**src/rtl/signed_bcd_pkg.sv**
```systemverilog
// Shared definitions for the signed binary-to-BCD converter.
//   state_e      : converter FSM states
//   DefDinW      : default input word width
//   DefDigits    : default number of BCD output digits
//   min_digits() : smallest digit count able to hold 2^width-1 in BCD
package signed_bcd_pkg;

  typedef enum logic [1:0] {
    StIdle,
    StShift,
    StDone
  } state_e;

  localparam int unsigned DefDinW   = 8;
  localparam int unsigned DefDigits = 4;

  // Count decimal digits of the largest unsigned value of the given width.
  function automatic int unsigned min_digits(input int unsigned width);
    logic [63:0] v;
    int unsigned d;
    v = (64'd1 << width) - 64'd1;
    d = 0;
    while (v != 64'd0) begin
      v = v / 64'd10;
      d = d + 1;
    end
    if (d == 0) d = 1;
    return d;
  endfunction

endpackage

```
**src/rtl/bcd_digit_adj.sv**
```systemverilog
// Double-dabble digit correction: adds 3 to a BCD digit of 5 or more so the
// following left shift carries correctly into the next decimal digit.
//   digit_i : 4-bit BCD digit before correction
//   digit_o : 4-bit corrected digit
module bcd_digit_adj (
  input  logic [3:0] digit_i,
  output logic [3:0] digit_o
);

  assign digit_o = (digit_i >= 4'd5) ? (digit_i + 4'd3) : digit_i;

endmodule

```
**src/rtl/signed_bcd_conv.sv**
```systemverilog
// Sequential signed/unsigned binary to BCD converter (double dabble).
// One iteration per clock; a conversion takes DIN_W cycles in SHIFT followed
// by a single DONE cycle.
//   clk       : clock, rising edge
//   rst_n     : asynchronous active-low reset
//   start     : conversion request, sampled only in IDLE
//   is_signed : Din is two's complement when 1, sampled with start
//   Din       : value to convert, sampled with start
//   busy      : high while iterating
//   done      : one-cycle pulse, new Dout/sign valid
//   Dout      : BCD magnitude, least significant digit in [3:0]
//   sign      : result is negative
module signed_bcd_conv
  import signed_bcd_pkg::*;
#(
  parameter int unsigned DIN_W  = DefDinW,
  parameter int unsigned DIGITS = DefDigits
) (
  input  logic                  clk,
  input  logic                  rst_n,
  input  logic                  start,
  input  logic                  is_signed,
  input  logic [DIN_W-1:0]      Din,
  output logic                  busy,
  output logic                  done,
  output logic [4*DIGITS-1:0]   Dout,
  output logic                  sign
);

  localparam int unsigned BcdW = 4 * DIGITS;
  localparam int unsigned CntW = $clog2(DIN_W + 1);

  if (DIN_W < 2 || DIN_W > 32) begin : g_bad_width
    $error("signed_bcd_conv: DIN_W must be within 2..32");
  end

  if (DIGITS < min_digits(DIN_W)) begin : g_bad_digits
    $error("signed_bcd_conv: DIGITS too small to hold 2^DIN_W-1 in BCD");
  end

  state_e            state_q, state_d;
  logic [DIN_W-1:0]  mag_q, mag_d;
  logic [BcdW-1:0]   bcd_q, bcd_d;
  logic [CntW-1:0]   cnt_q, cnt_d;
  logic              neg_q, neg_d;
  logic [BcdW-1:0]   dout_q, dout_d;
  logic              sign_q, sign_d;

  logic [BcdW-1:0]   bcd_adj;
  logic [BcdW-1:0]   bcd_shift;
  logic [DIN_W-1:0]  mag_shift;
  logic              last_iter;
  logic              din_neg;

  for (genvar g = 0; g < DIGITS; g++) begin : g_adj
    bcd_digit_adj u_adj (
      .digit_i (bcd_q[4*g +: 4]),
      .digit_o (bcd_adj[4*g +: 4])
    );
  end

  // Corrected accumulator and magnitude shift left together as one register.
  assign bcd_shift = {bcd_adj[BcdW-2:0], mag_q[DIN_W-1]};
  assign mag_shift = {mag_q[DIN_W-2:0], 1'b0};
  assign last_iter = (cnt_q == CntW'(DIN_W - 1));
  assign din_neg   = is_signed & Din[DIN_W-1];

  always_comb begin
    state_d = state_q;
    mag_d   = mag_q;
    bcd_d   = bcd_q;
    cnt_d   = cnt_q;
    neg_d   = neg_q;
    dout_d  = dout_q;
    sign_d  = sign_q;
    case (state_q)
      StIdle: begin
        if (start) begin
          // Negation kept in DIN_W bits: the most negative value maps to
          // its own bit pattern, which read unsigned is the exact magnitude.
          mag_d   = din_neg ? (~Din + DIN_W'(1)) : Din;
          neg_d   = din_neg;
          bcd_d   = '0;
          cnt_d   = '0;
          state_d = StShift;
        end
      end
      StShift: begin
        bcd_d = bcd_shift;
        mag_d = mag_shift;
        cnt_d = cnt_q + CntW'(1);
        if (last_iter) begin
          dout_d  = bcd_shift;
          sign_d  = neg_q && (bcd_shift != '0);
          state_d = StDone;
        end
      end
      StDone: begin
        state_d = StIdle;
      end
      default: begin
        state_d = StIdle;
      end
    endcase
  end

  always_ff @(posedge clk or negedge rst_n) begin
    if (!rst_n) begin
      state_q <= StIdle;
      mag_q   <= '0;
      bcd_q   <= '0;
      cnt_q   <= '0;
      neg_q   <= 1'b0;
      dout_q  <= '0;
      sign_q  <= 1'b0;
    end else begin
      state_q <= state_d;
      mag_q   <= mag_d;
      bcd_q   <= bcd_d;
      cnt_q   <= cnt_d;
      neg_q   <= neg_d;
      dout_q  <= dout_d;
      sign_q  <= sign_d;
    end
  end

  assign busy = (state_q == StShift);
  assign done = (state_q == StDone);
  assign Dout = dout_q;
  assign sign = sign_q;

endmodule

```
**config.mk**
```make
export PLATFORM = sky130hd
export DESIGN_NAME = signed_bcd_conv
export DESIGN_NICKNAME = d
export VERILOG_FILES = /design/src/rtl/signed_bcd_pkg.sv /design/src/rtl/bcd_digit_adj.sv /design/src/rtl/signed_bcd_conv.sv
export SDC_FILE = /design/constraint.sdc
export NUM_CORES = 1
export LEC_CHECK = 0
export CAP_MARGIN = 10
export CORE_UTILIZATION = 55
export DETAILED_ROUTE_END_ITERATION = 12
export PLACE_DENSITY = 0.79
export SYNTH_ARGS = -nofsm -noshare
export SYNTH_HDL_FRONTEND = slang
export SYNTH_SLANG_ARGS = --single-unit
```
**constraint.sdc**
```tcl
create_clock -name clk -period 2.65 [get_ports clk]
set_clock_uncertainty 0.2 [all_clocks]
set_input_delay 0.53 -clock clk [delete_from_list [all_inputs] [get_ports clk]]
set_output_delay 0.53 -clock clk [all_outputs]
set_load 0.02 [all_outputs]
```
==> results.toml <==
[final_layout]
layout.nets = 339
drive_gt1_frac = 0.07886
area_growth_pct = 19.06
insertedDiodeCount = 0

[sta]
max-slew-margin-rel = 0.6154
hold_ws_ns = 0.01776
setup_viol = 0
finalMaxSlewViolations = 0
grt_setup_unrepaired = "no"
fin_tns_setup_ns = 0
fmax_mhz = 412.6
hold_viol = 0
finalCriticalPeriod_ns = 2.424
tightest_slew_ns = 0.5769
final.period_utilization = 0.9146

[logic_synthesis]
synth_most_common_cell = "nand2_1"
syn_avg_cell_area_um2 = 8.869
synth_top_flop_cell = "dfrtp_1"
async_flop_share = 1.000
synth_warnings = 0
synth_top_cell_area_share = 0.4802
synth-edff-count = 0
synth-seq-area-share = 0.4802
synthCells = 282
netlist_area_um2 = 2501
synth_nets = 304
synthTopCellsByArea = "dfrtp_1, nand2_1, ha_1, o21ai_1, a21oi_1"
yosysTopAreaCell = "dfrtp_1"
synth_cell_types = 34
synthTopCellsByCount = "nand2_1, dfrtp_1, o21ai_1"
ys_ff_latch = 48

[routing]
postRouteAntennaNets = 0
wl_per_cell_um = 13.73
drtPass1Iterations = 4
num_vias = 2058
vias_per_cell = 5.577
drc = 0
wl_mm = 5.065
first_iter_violations = 101

[clock_tree]
postCtsSetupRepairBufs = 0
cts.path.max_buffers = 2
ctsHoldBuffers = 0
cts_tree = "built"
htreeDepth = 2
worstSkewPairLatency_ns = 0.30
numClockSinks = 48
clk_pin_slew_ns = 0.09
root_buffer = "clkbuf_8"
numCtsBuffers = 5
cts_resized = 0

[critical_path]
r2r_start = "bcd_q[4]"
r2r-end = "sign"
worstPathArrival_ns = 1.69
cp-start-kind = "register"
cp-startpoint = "state_q[1]"
r2r_cells = 7
crit_required_ns = 1.92
crit_type = "register to primary output"
crit_fanout = 9
rrSetupSlack_ns = 0.54
end_kind = "primary output"

[pwr]
pwr-share-clk = 0.127
combPwrFrac = 0.508
power.density_nw_per_um2 = 1231
p_leak_nw = 1.386
p_int_mw = 2.097
pwr-share-seq = 0.365
netSwitchingFraction = 0.4280
switchingPower_mw = 1.569
vdd_ir_drop_max_mv = 0.5374

[placed_design]
io_buffers = 30
hpwl_mm = 3.732
place_congestion = 0.8670

[global_routing]
grt.total_usage = 0.2282
grt_pass1_wl_mm = 8.707
grt_antenna_before_repair = 0
grt_max_degree = 26
grt_pass1_vias = 1924
gr-total-overflow = 0

[floorplan]
dieArea_um2 = 4821
core_um2 = 4354
num_io_pins = 31
die_w_um = 69.44
rows = 24
fp.dieH_um = 69.44
initial_core_util = 0.5744

[run]
maxCapViolCount = 0

[outcome]
status = "complete, no violations"

[worst_hold_path]
min_path_type = "input port to asynchronous set/reset pin"
## placed cells by master (no fill, tap or decap), types with 5 or more instances in the layout
cell type	netlist	layout
mux2i_1	7	7
clkdlybuf4s50_1	0	29
nor3_1	7	7
dfrtp_1	48	48
nor2_1	17	17
o21ai_1	24	24
clkbuf_8	0	7
ha_1	10	10
xnor2_1	6	6
inv_1	17	17
nand2_1	56	56
a21oi_1	17	17
o22ai_1	13	13
o21ai_0	12	12
nand3_1	6	6
buf_4	0	5
## worst max-delay path, cell delays in order, from the launching register on
cell             delay, ns
dfrtp_1               0.43
inv_2                 0.15
nand2_1               0.12
inv_2                 0.10
clkdlybuf4s50_1       0.60
## through the flow
step	total power, mW	util	worst slack, ns	instances	cell area, um^2
after CTS	3.691	0.6839	0.2289	369	2978
after floorplan	2.616	-	0.7513	282	2501
after detailed placement	3.221	0.6618	0.4908	362	2882
after global routing	3.970	0.6839	0.1756	369	2978
after global placement	3.150	0.6618	0.5401	362	2882
final	3.665	0.6839	0.2262	369	2978
## power by group through the flow
stage	sequential [mW]	clock (mW)	combinational (mW)
detailed placement	1.35	0	1.87
floorplan	1.42	0	1.19
global route	1.38	0.503	2.08
finish	1.34	0.466	1.86
global placement	1.34	0	1.81
CTS	1.34	0.474	1.88
## cells by family after synthesis
group,count (synthesis),share of synthesized area
and+or+nand+nor,100,0.1756
AOI/OAI and AO/OA,78,0.1836
DFF,48,0.4802
buffers and inverters,29,0.04652
adders and majority gates,10,0.05003
xor gates and xnor gates,9,0.03152
muxes,8,0.03252
## metal layers
layer / wire, um / global-route usage
met3: 199 / 0.04797
met1: 2337 / 0.2949
met2: 2465 / 0.3819
met4: 63 / 0.07710
met5: 0 / 0
## area by class of cell
cell class / count / area (um^2)
inverter: 21 / 78.83
timing repair buffer: 36 / 352.8
tap: 52 / 65.06
clock buffer: 7 / 96.34
multi-input combinational: 205 / 1184
fill: 377 / 1376
sequential: 48 / 1201
## how the worst max path moves through the flow
stage,to,slack (ns),depth (start not counted)
finish,busy,0.23,4
global route,busy,0.18,4
CTS,busy,0.23,4
detailed placement,mag_q[4],0.49,7
global placement,mag_q[4],0.54,7
floorplan,sign,0.75,7
## state kept, by name, summed over array words and instances, names as in the netlist
| name | count |
|---|---|
| Dout | 16 |
| bcd_q | 16 |
| cnt_q | 4 |
| mag_q | 8 |
| neg_q | 1 |
| sign | 1 |
| state_q | 2 |
Power figures use the tool's default switching activity.
